**src/rtl/store_write_buffer_if.sv**
```systemverilog
// Retire, D-cache write and completion signals of the store write buffer.
// STORE_WB_FWD_EN adds the load lookup signals.
interface store_write_buffer_if #(
    parameter int N_WAY    = 2,
    parameter int XLEN     = 32,
    parameter int WB_DEPTH = 8,
    parameter int SQ_POS_W = 4
);
    localparam int CW = $clog2(WB_DEPTH) + 1;

    logic [N_WAY-1:0]          ret_valid;
    logic [N_WAY*XLEN-1:0]     ret_addr;
    logic [N_WAY*XLEN-1:0]     ret_data;
    logic [N_WAY*2-1:0]        ret_size;
    logic [N_WAY*SQ_POS_W-1:0] ret_pos;
    logic [CW-1:0]             wb_free;
    logic                      wb_empty;
    logic                      mem_req_valid;
    logic [XLEN-1:0]           mem_req_addr;
    logic [XLEN-1:0]           mem_req_data;
    logic [3:0]                mem_req_be;
    logic                      mem_req_ready;
    logic                      done_valid;
    logic [SQ_POS_W-1:0]       done_pos;
    logic                      overflow;
`ifdef STORE_WB_FWD_EN
    logic                      ld_valid;
    logic [XLEN-1:0]           ld_addr;
    logic [1:0]                ld_size;
    logic                      ld_hit;
    logic [XLEN-1:0]           ld_data;
`endif

    modport slave (
`ifdef STORE_WB_FWD_EN
        input  ld_valid, ld_addr, ld_size,
        output ld_hit, ld_data,
`endif
        input  ret_valid, ret_addr, ret_data, ret_size, ret_pos,
        input  mem_req_ready,
        output wb_free, wb_empty, overflow,
        output mem_req_valid, mem_req_addr, mem_req_data, mem_req_be,
        output done_valid, done_pos
    );

    modport master (
`ifdef STORE_WB_FWD_EN
        output ld_valid, ld_addr, ld_size,
        input  ld_hit, ld_data,
`endif
        output ret_valid, ret_addr, ret_data, ret_size, ret_pos,
        output mem_req_ready,
        input  wb_free, wb_empty, overflow,
        input  mem_req_valid, mem_req_addr, mem_req_data, mem_req_be,
        input  done_valid, done_pos
    );
endinterface

```
**src/rtl/store_write_buffer.sv**
```systemverilog
// In-order retired-store buffer draining one write per cycle to the D-cache.
// Define STORE_WB_FWD_EN to add the combinational store-to-load lookup port.
module store_write_buffer #(
    parameter int N_WAY    = 2,
    parameter int XLEN     = 32,
    parameter int WB_DEPTH = 8,
    parameter int SQ_POS_W = 4
) (
    input logic                 clock,
    input logic                 reset,
    store_write_buffer_if.slave bus_io
);
    localparam int PW = $clog2(WB_DEPTH);
    localparam int CW = PW + 1;
    localparam logic [0:0] IDLE  = 1'b0;
    localparam logic [0:0] ISSUE = 1'b1;

    function automatic logic [3:0] be_of(
        input logic [1:0] sz,
        input logic [1:0] a
    );
        unique case (1'b1)
            sz == 2'd0: be_of = 4'b0001 << a;
            sz == 2'd1: be_of = a[1] ? 4'b1100 : 4'b0011;
            default:    be_of = 4'b1111;
        endcase
    endfunction

    function automatic logic [XLEN-1:0] data_of(
        input logic [1:0]      sz,
        input logic [1:0]      a,
        input logic [XLEN-1:0] d
    );
        unique case (1'b1)
            sz == 2'd0:
                data_of = {{(XLEN-8){1'b0}}, d[7:0]} << {a, 3'b000};
            sz == 2'd1:
                data_of = {{(XLEN-16){1'b0}}, d[15:0]} << {a[1], 4'b0000};
            default:
                data_of = d;
        endcase
    endfunction

    // Entries are stored already shaped for the cache write port.
    logic [XLEN-1:0]     waddr_q [WB_DEPTH];
    logic [XLEN-1:0]     wdata_q [WB_DEPTH];
    logic [3:0]          wbe_q   [WB_DEPTH];
    logic [SQ_POS_W-1:0] pos_q   [WB_DEPTH];

    logic [PW-1:0]       head_q, head_d;
    logic [PW-1:0]       tail_q, tail_d;
    logic [CW-1:0]       count_q, count_d;
    logic [CW-1:0]       free_q;
    logic [0:0]          state_q, state_d;
    logic                ovf_q, ovf_d;
    logic                done_v_q;
    logic [SQ_POS_W-1:0] done_pos_q;

    logic                req_valid;
    logic                hs;
    logic [N_WAY-1:0]    acc;
    logic [PW-1:0]       slot [N_WAY];
    logic [CW-1:0]       free_now;
    logic [CW-1:0]       n_acc;

    assign req_valid = (state_q == ISSUE);
    assign hs        = req_valid && bus_io.mem_req_ready;

    // A slot drained this cycle is not reusable until the next one.
    always_comb begin
        free_now = CW'(WB_DEPTH) - count_q;
        n_acc    = '0;
        acc      = '0;
        ovf_d    = ovf_q;
        for (int l = 0; l < N_WAY; l++) begin
            slot[l] = tail_q + n_acc[PW-1:0];
            if (bus_io.ret_valid[l]) begin
                if (n_acc < free_now) begin
                    acc[l] = 1'b1;
                    n_acc  = n_acc + CW'(1);
                end else begin
                    ovf_d = 1'b1;
                end
            end
        end
    end

    always_comb begin
        head_d  = head_q + PW'(hs);
        tail_d  = tail_q + n_acc[PW-1:0];
        count_d = count_q + n_acc - CW'(hs);
        state_d = state_q;
        unique case (state_q)
            IDLE:    if (count_d != '0) state_d = ISSUE;
            ISSUE:   if (hs && count_d == '0) state_d = IDLE;
            default: state_d = IDLE;
        endcase
    end

    always_ff @(posedge clock) begin
        if (reset) begin
            head_q     <= '0;
            tail_q     <= '0;
            count_q    <= '0;
            free_q     <= CW'(WB_DEPTH);
            state_q    <= IDLE;
            ovf_q      <= 1'b0;
            done_v_q   <= 1'b0;
            done_pos_q <= '0;
        end else begin
            head_q     <= head_d;
            tail_q     <= tail_d;
            count_q    <= count_d;
            free_q     <= CW'(WB_DEPTH) - count_d;
            state_q    <= state_d;
            ovf_q      <= ovf_d;
            done_v_q   <= hs;
            done_pos_q <= hs ? pos_q[head_q] : '0;
        end
    end

    always_ff @(posedge clock) begin
        for (int l = 0; l < N_WAY; l++) begin
            if (acc[l]) begin
                waddr_q[slot[l]] <=
                    {bus_io.ret_addr[l*XLEN+2 +: XLEN-2], 2'b00};
                wdata_q[slot[l]] <= data_of(
                    bus_io.ret_size[l*2 +: 2],
                    bus_io.ret_addr[l*XLEN +: 2],
                    bus_io.ret_data[l*XLEN +: XLEN]);
                wbe_q[slot[l]] <= be_of(
                    bus_io.ret_size[l*2 +: 2],
                    bus_io.ret_addr[l*XLEN +: 2]);
                pos_q[slot[l]] <= bus_io.ret_pos[l*SQ_POS_W +: SQ_POS_W];
            end
        end
    end

    assign bus_io.mem_req_valid = req_valid;
    assign bus_io.mem_req_addr  = req_valid ? waddr_q[head_q] : '0;
    assign bus_io.mem_req_data  = req_valid ? wdata_q[head_q] : '0;
    assign bus_io.mem_req_be    = req_valid ? wbe_q[head_q] : '0;
    assign bus_io.wb_free       = free_q;
    assign bus_io.wb_empty      = (count_q == '0) && !req_valid;
    assign bus_io.overflow      = ovf_q;
    assign bus_io.done_valid    = done_v_q;
    assign bus_io.done_pos      = done_pos_q;

`ifdef STORE_WB_FWD_EN
    logic [3:0]      ld_be;
    logic [1:0]      ld_off;
    logic [XLEN-1:0] ld_mask;
    logic [XLEN-1:0] ld_word;
    logic [PW-1:0]   idx;
    logic            fwd_hit;
    logic [XLEN-1:0] fwd_data;
    logic [XLEN-1:0] fwd_shift;

    always_comb begin
        ld_be   = be_of(bus_io.ld_size, bus_io.ld_addr[1:0]);
        ld_word = {bus_io.ld_addr[XLEN-1:2], 2'b00};
        unique case (1'b1)
            bus_io.ld_size == 2'd0: begin
                ld_off  = bus_io.ld_addr[1:0];
                ld_mask = XLEN'(32'hFF);
            end
            bus_io.ld_size == 2'd1: begin
                ld_off  = {bus_io.ld_addr[1], 1'b0};
                ld_mask = XLEN'(32'hFFFF);
            end
            default: begin
                ld_off  = 2'd0;
                ld_mask = '1;
            end
        endcase
        idx      = '0;
        fwd_hit  = 1'b0;
        fwd_data = '0;
        // Oldest to newest: the last overlapping entry decides.
        for (int j = 0; j < WB_DEPTH; j++) begin
            idx = head_q + PW'(j);
            if (CW'(j) < count_q && waddr_q[idx] == ld_word &&
                (wbe_q[idx] & ld_be) != 4'b0000) begin
                fwd_hit  = (wbe_q[idx] & ld_be) == ld_be;
                fwd_data = wdata_q[idx];
            end
        end
        fwd_shift = (fwd_data >> {ld_off, 3'b000}) & ld_mask;
    end

    assign bus_io.ld_hit  = bus_io.ld_valid && fwd_hit;
    assign bus_io.ld_data = bus_io.ld_hit ? fwd_shift : '0;
`endif
endmodule

```
**src/flat_wrapper.sv**
```systemverilog
// flat-port wrapper written by rule: the top's interface ports become plain ports
module store_write_buffer_flat 
#(
    parameter int N_WAY    = 2,
    parameter int XLEN     = 32,
    parameter int WB_DEPTH = 8,
    parameter int SQ_POS_W = 4
)
  (clock, reset, bus_io_ret_valid, bus_io_ret_addr, bus_io_ret_data, bus_io_ret_size, bus_io_ret_pos, bus_io_mem_req_ready, bus_io_wb_free, bus_io_wb_empty, bus_io_overflow, bus_io_mem_req_valid, bus_io_mem_req_addr, bus_io_mem_req_data, bus_io_mem_req_be, bus_io_done_valid, bus_io_done_pos);
  store_write_buffer_if #(.N_WAY(N_WAY), .XLEN(XLEN), .WB_DEPTH(WB_DEPTH), .SQ_POS_W(SQ_POS_W)) bus_io_i ();
  input logic clock;
  input logic reset;
  input wire logic [$bits(bus_io_i.ret_valid)-1:0] bus_io_ret_valid;
  input wire logic [$bits(bus_io_i.ret_addr)-1:0] bus_io_ret_addr;
  input wire logic [$bits(bus_io_i.ret_data)-1:0] bus_io_ret_data;
  input wire logic [$bits(bus_io_i.ret_size)-1:0] bus_io_ret_size;
  input wire logic [$bits(bus_io_i.ret_pos)-1:0] bus_io_ret_pos;
  input wire logic [$bits(bus_io_i.mem_req_ready)-1:0] bus_io_mem_req_ready;
  output wire logic [$bits(bus_io_i.wb_free)-1:0] bus_io_wb_free;
  output wire logic [$bits(bus_io_i.wb_empty)-1:0] bus_io_wb_empty;
  output wire logic [$bits(bus_io_i.overflow)-1:0] bus_io_overflow;
  output wire logic [$bits(bus_io_i.mem_req_valid)-1:0] bus_io_mem_req_valid;
  output wire logic [$bits(bus_io_i.mem_req_addr)-1:0] bus_io_mem_req_addr;
  output wire logic [$bits(bus_io_i.mem_req_data)-1:0] bus_io_mem_req_data;
  output wire logic [$bits(bus_io_i.mem_req_be)-1:0] bus_io_mem_req_be;
  output wire logic [$bits(bus_io_i.done_valid)-1:0] bus_io_done_valid;
  output wire logic [$bits(bus_io_i.done_pos)-1:0] bus_io_done_pos;
  assign bus_io_i.ret_valid = bus_io_ret_valid;
  assign bus_io_i.ret_addr = bus_io_ret_addr;
  assign bus_io_i.ret_data = bus_io_ret_data;
  assign bus_io_i.ret_size = bus_io_ret_size;
  assign bus_io_i.ret_pos = bus_io_ret_pos;
  assign bus_io_i.mem_req_ready = bus_io_mem_req_ready;
  assign bus_io_wb_free = bus_io_i.wb_free;
  assign bus_io_wb_empty = bus_io_i.wb_empty;
  assign bus_io_overflow = bus_io_i.overflow;
  assign bus_io_mem_req_valid = bus_io_i.mem_req_valid;
  assign bus_io_mem_req_addr = bus_io_i.mem_req_addr;
  assign bus_io_mem_req_data = bus_io_i.mem_req_data;
  assign bus_io_mem_req_be = bus_io_i.mem_req_be;
  assign bus_io_done_valid = bus_io_i.done_valid;
  assign bus_io_done_pos = bus_io_i.done_pos;
  store_write_buffer #(.N_WAY(N_WAY), .XLEN(XLEN), .WB_DEPTH(WB_DEPTH), .SQ_POS_W(SQ_POS_W)) u_core (.clock(clock), .reset(reset), .bus_io(bus_io_i));
endmodule
```
**config.mk**
```make
export PLATFORM = sky130hd
export DESIGN_NAME = store_write_buffer_flat
export DESIGN_NICKNAME = d
export VERILOG_FILES = /design/src/rtl/store_write_buffer_if.sv /design/src/rtl/store_write_buffer.sv /design/src/flat_wrapper.sv
export SDC_FILE = /design/constraint.sdc
export NUM_CORES = 1
export LEC_CHECK = 0
export ABC_AREA = 0
export BUFFER_PORTS_ARGS = -buffer_cell sky130_fd_sc_hd__buf_2
export CAP_MARGIN = 0
export CORE_ASPECT_RATIO = 0.75
export CORE_MARGIN = 2
export CORE_UTILIZATION = 60
export DETAILED_ROUTE_END_ITERATION = 7
export PLACE_DENSITY = 0.8
export SLEW_MARGIN = 15
export SYNTH_ARGS = -nofsm -noshare
export SYNTH_HDL_FRONTEND = slang
export SYNTH_SLANG_ARGS = --single-unit
```
**constraint.sdc**
```tcl
create_clock -name clock -period 20.4 [get_ports clock]
set_input_delay 2.04 -clock clock [delete_from_list [all_inputs] [get_ports clock]]
set_output_delay 2.04 -clock clock [all_outputs]
set_load 0.03 [all_outputs]
```
==> impl_metrics.ini <==
[clock_network]
worstSkewPairLatency_ns = 0.63
root_buffer = clkbuf_16
clk_pin_slew_worst_paths_ns = 0.06
holdBufCountCts = 0
cts_tree = done
postCtsResizedCells = 0
clockBufferDepth = 3
cts_setup_buffers = 0
htreeDepth = 2
cts-buffers-inserted = 57
cts_sinks = 580

[sta]
finalCritPeriodShare_pct = 27.8
worst_slew_pin_slew_ns = 1.23
tns_ns = 0
rsz0062_at_grt = false
slew_violations = 0
maxSlewHeadroom_pct = 17.7
timing.hold.ws_ns = 0.469
fin_skew_ns = 0.0277
setup_violations = 0
finalHoldViolations = 0
timing.fmax_mhz = 177
period_minus_slack_ns = 5.67

[placement]
portBuffers = 222
gp_congestion = 0.923
hpwl_mm = 43.3
place_area_um2 = 31600
place_inst = 2530

[worst_setup_path]
crit_required_ns = 18.36
setup.worst_path.start_class = flip-flop
arrival_ns = 3.63
r2r_slack_ns = 15.47
r2r-start = u_core.bus_io.wb_free[0]
worstSetupPathType = reg2out
cp_max_fo = 110
r2r_cells = 13
r2r-end = u_core.waddr_q[7][27]
worst_setup_path_end_kind = primary output

[hold_path]
min_path_cells = 2
worstHoldEndpoint = u_core.bus_io.overflow
hold_start = u_core.bus_io.overflow
hold_path.class = reg2reg

[pwr]
vdd_drop_max_uv = 106
pwr_density_cell_nw_per_um2 = 132
p_leak_nw = 11.7
intPower_w = 0.00295
comb_power_share_pct = 35.3
p_sw_share_pct = 33.6
switching_power_w = 0.00149
p_seq_share_pct = 40.0
clockPowerShare_pct = 24.8

[status]
status = finished, final reports clean

[die]
design.die.area_um2 = 51600
dieWidth_um = 262
initial_core_util_pct = 61.0
die_h_um = 197
core_area_um2 = 49000
ioPinCount = 225
row_count = 70

[global_route]
overflow = 0
antenna_found_initial = 10
grtUsageTotal_pct = 29.2
grt_max_degree = 111
grt_pass1_wl_mm = 111
grt_pass1_vias = 17796

[synth]
seq_area_frac_synth_pct = 57.6
yosysWarnings = 0
syn-cell-area_um2 = 29900
syn_area_per_cell_um2 = 17.0
synth-main-ff-cell = edfxtp_1
syn_inst = 1753
ys_async_sr_fraction_pct = 0
synth_cell_types = 40
synth_edf_count = 560
synth-seq-cells = 580

[route]
drc_errors = 0
dr.pass1.iters = 7
drt_iter0_markers = 1981
vias = 17562
vias_per_cell = 6.64
antenna_left = 0
wirelength_mm = 75.3
drt-wirelength-per-cell_um = 28.5

[finish]
stdcell_area_um2 = 33600
drive_gt1_share_pct = 42.2
fin_cells = 2644
syn_to_final_growth_pct = 12.3
final_core_util_pct = 68.5
layout.nets = 2108

[run]
maxCapViolations = 0
power by group through the flow:
stage / Sequential, W / Combinational, W / Clock (W)
6_report: 0.00177 / 0.00157 / 0.00110
5_1_grt: 0.00179 / 0.00166 / 0.00115
4_1_cts: 0.00177 / 0.00156 / 0.00111
3_5_place_dp: 0.00179 / 0.00156 / 0
3_3_place_gp: 0.00178 / 0.00153 / 0
2_1_floorplan: 0.00178 / 0.00112 / 0
worst max-delay path, stage by stage (launching register included):
cell and delay (ns):
dfxtp_4 0.82, buf_12 0.80, mux4_2 0.60, mux2i_1 0.43, nor2b_1 0.10, buf_2 0.20
layout make-up:
cell class                      count  area [um^2]
Antenna cell                        5         12.5
Multi-Input combinational cell   1027        12100
Fill cell                        3199        15400
Tap cell                          648          811
Clock inverter                     32          397
Sequential cell                   580        17200
Inverter                           22         82.6
Timing Repair Buffer              258         1410
Clock buffer                       72         1530
synth_stat cells, types with 2 or more instances:
master / n / area share (%)
or4_1: 2 / 0.050
xor2_1: 3 / 0.088
nor2b_1: 76 / 1.6
clkbuf_1: 32 / 0.40
mux2_2: 255 / 9.6
nor3_1: 6 / 0.10
nand2_1: 23 / 0.29
buf_6: 10 / 0.38
fa_1: 2 / 0.13
o31ai_1: 2 / 0.050
a22oi_1: 16 / 0.40
edfxtp_1: 560 / 56
ha_1: 15 / 0.63
a21o_1: 5 / 0.13
buf_1: 22 / 0.28
xnor2_1: 5 / 0.15
a222oi_1: 10 / 0.34
a21oi_1: 13 / 0.22
mux2_4: 82 / 4.1
a41o_1: 6 / 0.20
dfxtp_1: 20 / 1.3
buf_2: 58 / 0.97
inv_1: 22 / 0.28
a22o_1: 17 / 0.50
mux4_2: 140 / 11
mux2i_1: 300 / 10
buf_4: 3 / 0.075
nor2_1: 30 / 0.38
nand2b_1: 6 / 0.13
nor4_1: 2 / 0.042
sequential cells by signal (all words and copies together) (netlist names):
name and flops:
u_core.bus_io.done_pos 4, u_core.bus_io.done_valid 1, u_core.bus_io.mem_req_valid 1, u_core.bus_io.overflow 1
u_core.bus_io.wb_free 4, u_core.count_q 3, u_core.head_q 3, u_core.pos_q 32
u_core.tail_q 3, u_core.waddr_q 240, u_core.wbe_q 32, u_core.wdata_q 256
logic make-up (layout without fill, tap and decap cells):
family	Yosys count	count (layout)	synth area share, %
flip-flops	580	580	57.6
AND/OR/NAND/NOR	150	150	2.71
XOR/XNOR	8	8	0.235
adder cells (fa/ha/maj)	17	17	0.762
buffers and inverters	147	384	2.38
other	1	7	0.0126
AO/OA/AOI/OAI	73	73	1.95
multiplexers	777	777	34.3
how the worst max path moves through the flow:
stage	startpoint	end	slack, ns	cells past startpoint
3_5_place_dp	bus_io_ret_valid[0]	u_core.wdata_q[4][13]	14.58	7
5_1_grt	u_core.head_q[0]	bus_io_mem_req_data[10]	14.39	5
2_1_floorplan	bus_io_ret_valid[0]	u_core.pos_q[0][0]	12.10	4
4_1_cts	u_core.head_q[0]	bus_io_mem_req_data[10]	14.64	5
3_3_place_gp	bus_io_ret_valid[0]	u_core.wdata_q[4][16]	14.68	7
6_report	u_core.head_q[0]	bus_io_mem_req_data[10]	14.73	5
cell usage in the layout, fill, tap and decap left out, drive strengths merged, types with 2 or more instances in the layout:
cell type  synthesis  layout
nor2b             76      76
dfxtp             20      20
clkinv             0      16
or4                2       2
xor2               3       3
a41o               6       6
inv               22      25
nand2b             6       6
o31ai              2       2
ha                15      15
nor2              30      30
mux4             140     140
nand2             23      23
conb               1       2
fa                 2       2
clkinvlp           0       4
bufinv             0       9
mux2i            300     300
a21oi             13      13
nor4               2       2
edfxtp           560     560
a22o              17      17
a222oi            10      10
a21o               5       5
diode              0       5
xnor2              5       5
nor3               6       6
buf               93     256
mux2             337     337
clkbuf            32      74
a22oi             16      16
metal layers:
layer  vias to the layer above  global-route usage, %  share of wire (%)
met5                         -                  0.575               0.12
met4                        10                   8.19                2.4
met3                       155                   7.42                9.5
met2                       919                   45.7                 47
met1                      9054                   40.9                 41
li1                       7424                      -                  -
metrics by stage:
step	worst slack [ns]	power [W]
final	14.73	0.00444
after global routing	14.39	0.00460
after CTS	14.64	0.00444
after detailed placement	14.58	0.00335
after global placement	14.68	0.00331
after floorplan	12.10	0.00290
(Power assumes the default switching activity.)
